===== config.mk =====
export PLATFORM = sky130hd
export DESIGN_NAME = cia_serial_add
export DESIGN_NICKNAME = d
export VERILOG_FILES = /design/src/rtl/cia_pkg.sv /design/src/rtl/cia.sv /design/src/rtl/cia_serial_add.sv
export SDC_FILE = /design/constraint.sdc
export NUM_CORES = 1
export LEC_CHECK = 0
export ABC_AREA = 1
export CAP_MARGIN = 15
export CORE_AREA = 2 2 99 101
export CTS_CLUSTER_DIAMETER = 60
export CTS_CLUSTER_SIZE = 30
export DETAILED_ROUTE_END_ITERATION = 6
export DIE_AREA = 0 0 101 103
export DONT_BUFFER_PORTS = 1
export PLACE_DENSITY = 0.68
export SLEW_MARGIN = 10
export SYNTH_ARGS = -nofsm -noshare
export SYNTH_HDL_FRONTEND = slang
export SYNTH_SLANG_ARGS = --single-unit

===== constraint.sdc =====
create_clock -name clk -period 3.4 [get_ports clk]
set_input_delay 0.85 -clock clk [delete_from_list [all_inputs] [get_ports clk]]
set_output_delay 0.85 -clock clk [all_outputs]
set_load 0.05 [all_outputs]

===== src/rtl/cia_pkg.sv =====
// Shared definitions for the serial multi-limb adder built on the 8-bit cia adder.
package cia_pkg;

    localparam int unsigned LIMB_W = 8;

    typedef enum logic [1:0] {
        IDLE = 2'd0,
        RUN  = 2'd1,
        DONE = 2'd2
    } state_t;

    // Counter width for n limbs, never narrower than one bit.
    function automatic int unsigned clog2(input int unsigned n);
        int unsigned w;
        w = 0;
        while ((32'd1 << w) < n) begin
            w = w + 1;
        end
        return (w == 0) ? 1 : w;
    endfunction

endpackage


===== src/rtl/cia.sv =====
// 8-bit carry-increment adder: low nibble ripples, high nibble picks sum or sum+1.
module cia (
    input  logic [7:0] a,
    input  logic [7:0] b,
    input  logic       cin,
    output logic [7:0] s,
    output logic       cout
);

    logic [4:0] lo;
    logic [4:0] hi0;
    logic [4:0] hi1;

    assign lo  = {1'b0, a[3:0]} + {1'b0, b[3:0]} + 5'(cin);
    assign hi0 = {1'b0, a[7:4]} + {1'b0, b[7:4]};
    assign hi1 = hi0 + 5'd1;

    assign s[3:0]          = lo[3:0];
    assign {cout, s[7:4]}  = lo[4] ? hi1 : hi0;

endmodule


===== src/rtl/cia_serial_add.sv =====
// Wide adder that feeds the 8-bit cia one limb per cycle, LSB limb first.
// Optional subtract mode (in_sub port) is enabled with CIA_SERIAL_SUB_EN.
module cia_serial_add
    import cia_pkg::*;
#(
    parameter int unsigned NLIMBS = 4
) (
    input  logic                     clk,
    input  logic                     rst,
    input  logic                     in_valid,
    output logic                     in_ready,
    input  logic [LIMB_W*NLIMBS-1:0] in_a,
    input  logic [LIMB_W*NLIMBS-1:0] in_b,
    input  logic                     in_cin,
`ifdef CIA_SERIAL_SUB_EN
    input  logic                     in_sub,
`endif
    output logic                     out_valid,
    input  logic                     out_ready,
    output logic [LIMB_W*NLIMBS-1:0] out_sum,
    output logic                     out_cout
);

    localparam int unsigned W     = LIMB_W * NLIMBS;
    localparam int unsigned CNT_W = clog2(NLIMBS);

    state_t             state;
    logic [W-1:0]       a_sh;
    logic [W-1:0]       b_sh;
    logic [W-1:0]       sum_sh;
    logic [W-1:0]       sum_nxt;
    logic               carry;
    logic [CNT_W-1:0]   cnt;
    logic [LIMB_W-1:0]  s8;
    logic               cout8;
    logic               load_sub;

    cia u_cia (
        .a    (a_sh[LIMB_W-1:0]),
        .b    (b_sh[LIMB_W-1:0]),
        .cin  (carry),
        .s    (s8),
        .cout (cout8)
    );

`ifdef CIA_SERIAL_SUB_EN
    assign load_sub = in_sub;
`else
    assign load_sub = 1'b0;
`endif

    assign in_ready = (state == IDLE);

    // New limb enters at the top so the LSB limb ends up at bit 0 after NLIMBS shifts.
    assign sum_nxt = (sum_sh >> LIMB_W) | (W'(s8) << (W - LIMB_W));

    always_ff @(posedge clk) begin
        if (rst) begin
            state     <= IDLE;
            out_valid <= 1'b0;
            out_sum   <= '0;
            out_cout  <= 1'b0;
            carry     <= 1'b0;
            cnt       <= '0;
            a_sh      <= '0;
            b_sh      <= '0;
            sum_sh    <= '0;
        end else begin
            case (state)
                IDLE: begin
                    if (in_valid) begin
                        a_sh  <= in_a;
                        b_sh  <= load_sub ? ~in_b : in_b;
                        carry <= load_sub | in_cin;
                        cnt   <= '0;
                        state <= RUN;
                    end
                end
                RUN: begin
                    sum_sh <= sum_nxt;
                    carry  <= cout8;
                    a_sh   <= a_sh >> LIMB_W;
                    b_sh   <= b_sh >> LIMB_W;
                    cnt    <= cnt + CNT_W'(1);
                    if (cnt == CNT_W'(NLIMBS - 1)) begin
                        state     <= DONE;
                        out_valid <= 1'b1;
                        out_sum   <= sum_nxt;
                        out_cout  <= cout8;
                    end
                end
                DONE: begin
                    if (out_ready) begin
                        state     <= IDLE;
                        out_valid <= 1'b0;
                    end
                end
                default: begin
                    state     <= IDLE;
                    out_valid <= 1'b0;
                end
            endcase
        end
    end

endmodule

# Word-level counts from Yosys, hierarchy flattened
# Cells that the tools add are included.
[totals] regBits=135 inputBits=69 output_inout_bits=35 word_cells=44
[classes] add_sub_neg=5 n_eq_ne=6 muxes=16 n_bitwise=2 reduce_logical=6
[op_table] op="one-hot mux 32 bit (2 select lines)" n=2
[op_table] op="two-way mux 32 bit" n=2
[op_table] op="OR 24 x 32 -> 32 bit" n=1
[op_table] op="adder 4 x 4 -> 5 bit" n=2
[op_table] op="two-way mux 2 bit" n=4
[op_table] op="inequality test 2 bit (second input constant)" n=3
[op_table] op="one-hot mux 2 bit (3 select lines)" n=1
[op_table] op="AND reduction 3 bit" n=2
[op_table] op="adder 5 x 1 -> 5 bit" n=1
[op_table] op="adder 5 x 1 -> 5 bit (second input constant)" n=1
[op_table] op="two-way mux 5 bit" n=1
[op_table] op="equality test 2 bit (second input constant)" n=2
[op_table] op="one-hot mux 2 bit (2 select lines)" n=1
[op_table] op="AND reduction 2 bit" n=2
[op_table] op="two-way mux 1 bit" n=3
[op_table] op="one-hot mux 1 bit (3 select lines)" n=1
[op_table] op="adder 2 x 1 -> 2 bit (second input constant)" n=1
[op_table] op="equality test 2 x 1 -> 1 bit (second input constant)" n=1
[op_table] op="logical NOT 2 bit" n=1
[op_table] op="one-hot mux 1 bit (2 select lines)" n=1
[op_table] op="nonzero test 2 bit" n=1
[op_table] op="inverter 1 bit" n=1

# Depth between registers and ports, before layout
# Gate-level depths: netlist (run 1).
[logic_depth] word_depth=4 depth_mapped=13 mapped_depth_nobuf=13

# By module
# From an unflattened synthesis (run 1), not the netlist that was laid out.
[unflattened] cells_unflattened=901 hier_area_um2=6005.8
[by_module_without_submodules] module="cia_serial_add" n_inst=1 cells_each=838 area_per_inst_um2=5586.6 seq_area_each_um2=2542.4
[by_module_without_submodules] module="cia" n_inst=1 cells_each=63 area_per_inst_um2=419.2 seq_area_each_um2=0.0

# Worst setup path before layout (run 1)
# No wires, ideal clock.
[synth_timing] kind="register to register" from="register a_sh[0]" to="register out_cout" setup_time_ns=0.117 arrival_ns=1.931 required_time_ns=3.283 slack_ns=1.352 stages_incl_launch_ff=14 path_buffers=0 period_less_slack_ns=2.048 cell_sequence="dfxtp_1 inv_1 fa_1 fa_1 inv_1 nand3_1 nand2_1 nand2_1 nor2_1 nand2_1 nand2_1 nand3_1 o211ai_1 inv_1"
[synth_via] elab_chain_cells=3
[synth_lines] element="from (decl)" line="cia_serial_add.sv:28" rtl="logic [W-1:0] a_sh;"
[synth_lines] element="from (signal assigned)" line="cia_serial_add.sv:72" rtl="a_sh <= in_a;"
[synth_lines] element="from (signal assigned)" line="cia_serial_add.sv:82" rtl="a_sh <= a_sh >> LIMB_W;"
[synth_lines] element="adder 4 x 4 -> 5 bit" line="cia.sv:14" rtl="assign lo = {1'b0, a[3:0]} + {1'b0, b[3:0]} + 5'(cin);"
[synth_lines] element="adder 5 x 1 -> 5 bit" line="cia.sv:14"
[synth_lines] element="two-way mux 5 bit" line="cia.sv:19" rtl="assign {cout, s[7:4]} = lo[4] ? hi1 : hi0;"
[synth_lines] element="to (signal assigned)" line="cia_serial_add.sv:89" rtl="out_cout <= cout8;"
[synth_lines] element="to (decl)" line="cia_serial_add.sv:21" rtl="output logic out_cout"
# No other way between the ends.
# A chain may end at the register's enable or synchronous reset.

# Final worst setup path (run 1)
[layout_timing] from="register state[1]" to="output port in_ready"
[layout_via] elab_chain_cells=1
[layout_lines] element="from (decl)" line="cia_serial_add.sv:27" rtl="state_t state;"
[layout_lines] element="from (signal assigned)" line="cia_serial_add.sv:59" rtl="state <= IDLE;"
[layout_lines] element="from (signal assigned)" line="cia_serial_add.sv:76" rtl="state <= RUN;"
[layout_lines] element="from (signal assigned)" line="cia_serial_add.sv:86" rtl="state <= DONE;"
[layout_lines] element="logical NOT 2 bit" line="cia_serial_add.sv:52" rtl="assign in_ready = (state == IDLE);"
[layout_lines] element="to (decl)" line="cia_serial_add.sv:11" rtl="output logic in_ready,"
# No other way between the ends.

==> flow_summary.json, run 1 <==
{
  "outcome": "finished clean",
  "vias": 4144,
  "io_buffers": 0,
  "final_hold_viol_count": 0,
  "cp.arrival_ps": 1660,
  "cts_resized": 0,
  "timing.critical_path.slowest_cell_delay_ps": 760,
  "most-common-layout-cells": "dfxtp_1, a21oi_1, nand2_1",
  "grt_max_degree": 59,
  "coreArea_mm2": 0.00946,
  "maxCapViolations": 0,
  "tightest_slew_ps": 939,
  "setup_viol": 0,
  "synth_ff_type": "dfxtp_1",
  "min_period_ps": 2510,
  "cts_tree": "done",
  "final_common_cell": "dfxtp_1",
  "crit_fanout": 4,
  "leakage_nw": 2.30,
  "antenna_found_initial": 0,
  "cp_data_required_time_ps": 2550,
  "fin_tns_setup_ps": 0,
  "dieHeight_um": 103,
  "clockBufferDepth": 2,
  "totalPowerFinal_mw": 3.86,
  "nNetsFinal": 682,
  "critPathSlowestCell": "nor2_1",
  "intPower_mw": 2.86,
  "crit_type": "register to output pin",
  "synth_cells": 624,
  "post_cts_buffers": 0,
  "fin_util_pct": 59.4,
  "cts_made_buffers": 17,
  "ys_warn_count": 0,
  "antenna_left": 0,
  "synth_cell_type_count": 27,
  "maxSlewViolCount": 0,
  "die_area_mm2": 0.0104,
  "drive_gt1_share_pct": 7.98,
  "cp-end-kind": "output pin",
  "syn-num-nets": 705,
  "start_util_pct": 53.6,
  "area_growth_pct": 10.8,
  "grt-ovfl-total": 0,
  "netlist_area_mm2": 0.00507,
  "wire_per_inst_um": 16.3,
  "gp_congestion": 0.795,
  "diodes": 0,
  "cts_root_buffer": "clkbuf_8",
  "synth_area_per_cell_um2": 8.12,
  "hpwl_um": 7760,
  "cp_top_family": "simple AND/OR/NAND/NOR gates",
  "clock_sinks": 127,
  "track_usage_pct": 23.9,
  "switching_share_pct": 25.7,
  "combPwrFrac_pct": 10.5,
  "p_seq_share_pct": 42.9,
  "grt_pass1_vias": 4075,
  "worstHoldPathType": "primary input to register",
  "drt-pass1-iter-count": 4,
  "start_kind": "register",
  "max_freq_mhz": 399,
  "h-tree-depth": 4,
  "skew_ps": 8.66,
  "path_buf_inv": 0,
  "switchingPower_uw": 990,
  "dieWidth_um": 101,
  "clkPwrFrac_pct": 46.6,
  "synth-seq-cells": 127,
  "max_slew_margin_pct": 37.2,
  "ir_drop_mv": 0.338,
  "drt_iter0_drc": 152,
  "layout_worst_path_cycle_share_pct": 73.7,
  "drc": 0,
  "worstPathCellList": "nor2_1",
  "ys_seq_area_share_pct": 50.2,
  "grt_pass1_wl_um": 19400,
  "ios": 104,
  "rsz0062_at_grt": "false",
  "async_reset_ff_share_pct": 0,
  "path_clk_slew_ps": 60,
  "power_density_mw_per_mm2": 687,
  "ctsHoldBuffers": 0,
  "clk_latency_ps": 510,
  "synth_edf_count": 0,
  "wl_um": 11800,
  "placementRows": 36,
  "via_per_inst": 5.69
}
==> per-stage QoR <==
stage | std cells | worst slack [ps] | instance area [µm²] | hold slack, ps
2_1_floorplan | 624 | 1350 | 5070 | 433
3_3_place_gp | 696 | 1080 | 5020 | 443
3_5_place_dp | 696 | 1010 | 5020 | 448
4_1_cts | 728 | 865 | 5610 | 382
5_1_grt | 728 | 832 | 5610 | 382
6_report | 728 | 894 | 5610 | 404
==> per-layer routing <==
layer  vias up  global-route usage [%]  share of wire, %
met5         -                       0                 0
met4         0                    9.36               1.2
met3        12                    6.71               5.1
met2        97                    41.8                51
met1      1927                    27.9                43
li1       2108                       -                 -
==> sequential cells by signal, summed over array words and instances, names as in the netlist <==
signal	count
sum_sh	24
state	2
out_cout	1
carry	1
b_sh	32
a_sh	32
out_sum	32
cnt	2
out_valid	1
==> cells in the mapped netlist (5+ instances only) <==
| cell | n | area, µm² |
|---|---|---|
| a21oi_1 | 95 | 475 |
| nand2_1 | 78 | 293 |
| nor2_1 | 64 | 240 |
| clkbuf_1 | 24 | 90.1 |
| nand3_1 | 7 | 35.0 |
| inv_1 | 28 | 105 |
| o21bai_1 | 5 | 37.5 |
| buf_6 | 6 | 67.6 |
| o21ai_1 | 26 | 130 |
| inv_2 | 5 | 18.8 |
| o21ai_0 | 66 | 330 |
| dfxtp_1 | 127 | 2540 |
| buf_2 | 10 | 50.1 |
| o22ai_1 | 48 | 300 |
| buf_1 | 5 | 18.8 |
| ha_1 | 9 | 113 |
==> cell type report <==
| type | count | area (µm²) |
|---|---|---|
| Fill cell | 837 | 3840 |
| Sequential cell | 127 | 2540 |
| Multi-Input combinational cell | 415 | 2150 |
| Clock buffer | 18 | 428 |
| Clock inverter | 14 | 166 |
| Tap cell | 114 | 143 |
| Inverter | 33 | 124 |
| Timing Repair Buffer | 7 | 65.1 |
==> worst paths after layout <==
check	from	cells after the start	slack [ps]	to
hold reg to reg	b_sh[27]$_SDFFE_PP0P_	2	460	b_sh[27]$_SDFFE_PP0P_
setup reg to reg	a_sh[0]$_SDFFE_PP0P_	13	1120	out_cout$_SDFFE_PP0P_
setup / recovery	state[1]$_SDFFE_PP0P_	1	890	in_ready
hold / removal	rst	1	400	sum_sh[9]$_SDFFE_PP0P_
==> cells by family (layout without fill, tap and decap cells) <==
kind of cell	count (synthesis)	in the layout	synth area share, %
fa+ha+maj	12	12	3.41
xor+xnor	6	6	1.04
flops	127	127	50.2
compound gates	243	243	25.6
buf+inv	82	72	7.50
simple gates	154	154	12.3
==> power groups by stage <==
stage | combinational [mW] | sequential [mW] | clock (mW)
after CTS | 0.404 | 1.65 | 1.82
after global routing | 0.460 | 1.67 | 1.88
final | 0.404 | 1.65 | 1.80
after detailed placement | 0.399 | 1.68 | 0
after floorplan | 0.339 | 1.66 | 0
after global placement | 0.388 | 1.68 | 0
No activity file was read; power rests on OpenSTA's default activity.
==> inputs of run 2 (changes only) <==
- PLACE_DENSITY: 0.68 -> 0.7
- clock period: 3.4 -> 2.3 ns (I/O delays scaled with it)
==> run 2 against run 1 <==
Effect of this change:
- first-iteration DRC count is 36% higher
- final cell count increased by 0.69%
- utilization rose by 0.98 points
- register-to-register slack got worse by 850 ps
- combinational power rose by 51%
- sequential share of layout area decreased by 0.73 points
- power increased by 53%
- non-clock buffer count up 6
- clock skew decreased by 1.3 ps
- critical path depth is the same
- sequential power up 48%
==> flow_summary.json, run 2 (same netlist as run 1, synthesis figures left out) <==
{
  "outcome": "finished clean",
  "rsz0062_at_grt": "false",
  "drt_iter0_drc": 207,
  "cp-end-kind": "output pin",
  "tightest_slew_ps": 938,
  "start_util_pct": 53.6,
  "h-tree-depth": 4,
  "clockBufferDepth": 2,
  "switchingPower_mw": 1.46,
  "die_area_mm2": 0.0104,
  "clock_sinks": 127,
  "switching_share_pct": 24.7,
  "fillers": 841,
  "placementRows": 36,
  "min_period_ps": 2220,
  "vias": 4225,
  "grt_pass1_vias": 4056,
  "grt_max_degree": 67,
  "io_buffers": 0,
  "p_seq_share_pct": 41.5,
  "intPower_mw": 4.43,
  "cp_data_required_time_ps": 1730,
  "coreArea_mm2": 0.00946,
  "drc": 0,
  "clkPwrFrac_pct": 48.1,
  "dieWidth_um": 101,
  "cts_made_buffers": 17,
  "cts_root_buffer": "clkbuf_8",
  "crit_fanout": 4,
  "combPwrFrac_pct": 10.4,
  "antenna_left": 0,
  "path_clk_slew_ps": 60,
  "hpwl_um": 8030,
  "max_freq_mhz": 450,
  "ios": 104,
  "fin_tns_setup_ps": 0,
  "worstPathCellList": "nor2_1",
  "drive_gt1_share_pct": 9.37,
  "worstHoldPathType": "primary input to register",
  "cts_tree": "done",
  "antenna_found_initial": 0,
  "leakage_nw": 2.35,
  "timing.critical_path.slowest_cell_delay_ps": 760,
  "top_regs": "a_sh: 32 flops, b_sh: 32 flops, out_sum: 32 flops",
  "reg2reg_depth": 13,
  "cp_num_cells": 1,
  "dieHeight_um": 103,
  "diodes": 0,
  "grt-ovfl-total": 0,
  "totalPowerFinal_mw": 5.89,
  "power_density_mw_per_mm2": 1030,
  "grt_pass1_wl_um": 19500,
  "wire_per_inst_um": 16.4,
  "gp_congestion": 0.787,
  "critPathSlowestCell": "nor2_1",
  "whs_path_depth": 1,
  "skew_ps": 7.39,
  "start_kind": "register",
  "most-common-layout-cells": "dfxtp_1, a21oi_1, nand2_1",
  "layout_worst_path_cycle_share_pct": 96.7,
  "cp.arrival_ps": 1650,
  "final_common_cell": "dfxtp_1",
  "ir_drop_mv": 0.507,
  "area_growth_pct": 12.6,
  "drt-pass1-iter-count": 5,
  "ctsHoldBuffers": 0,
  "crit_type": "register to output pin",
  "final_hold_viol_count": 0,
  "max_slew_margin_pct": 37.3,
  "setup_viol": 0,
  "clk_latency_ps": 510,
  "via_per_inst": 5.76,
  "track_usage_pct": 24.1,
  "maxCapViolations": 0,
  "wl_um": 12100,
  "nNetsFinal": 688,
  "cp_top_family": "simple AND/OR/NAND/NOR gates",
  "path_buf_inv": 0,
  "maxSlewViolCount": 0
}
## run 2: timing repair
item                                    4_1_cts  5_1_grt
resized for setup                             0        4
setup buffers                                 0        1
endpoints found under the setup margin        0        5
## run 2: path summary, 6_finish.rpt
path / to / slack [ps] / start
min: sum_sh[17]$_SDFFE_PP0P_ / 130 / rst
max: in_ready / 80 / state[1]$_SDFFE_PP0P_
max reg2reg: out_cout$_SDFFE_PP0P_ / 270 / a_sh[0]$_SDFFE_PP0P_
min reg2reg: sum_sh[13]$_SDFFE_PP0P_ / 460 / sum_sh[13]$_SDFFE_PP0P_
## run 2: power groups by stage
| stage | logic, mW | clock network [mW] | registers (mW) |
|---|---|---|---|
| after CTS | 0.605 | 2.87 | 2.44 |
| after floorplan | 0.502 | 0 | 2.46 |
| after global routing | 0.693 | 2.98 | 2.46 |
| after global placement | 0.582 | 0 | 2.49 |
| after detailed placement | 0.599 | 0 | 2.49 |
| final | 0.611 | 2.84 | 2.45 |
## run 2: per-stage QoR
stage          util [%]  hold slack, ps  area [µm²]  std cells  setup slack (ps)
6_report           60.3             127        5710        733              75.4
3_5_place_dp       53.5             447        5060        701              74.9
3_3_place_gp       53.5             443        5060        701               132
2_1_floorplan         -             433        5070        624               252
4_1_cts            60.1             115        5690        732              47.0
5_1_grt            60.3             108        5710        733              18.6
## run 2: layout make-up
type / count / area, µm² / area share [%]
Clock buffer: 17 / 414 / 7.26
Clock inverter: 14 / 218 / 3.81
Inverter: 33 / 124 / 2.17
Multi-Input combinational cell: 415 / 2160 / 37.8
Sequential cell: 127 / 2540 / 44.6
Tap cell: 114 / 143 / 2.50
Timing Repair Buffer: 13 / 110 / 1.93
## run 2: metal layers
layer / up-vias / part of all wire (%) / global-route usage [%]
met5: - / 0 / 0
met4: 0 / 2.0 / 9.88
met3: 23 / 6.2 / 6.92
met2: 135 / 51 / 42.2
met1: 1966 / 41 / 27.7
li1: 2101 / - / -
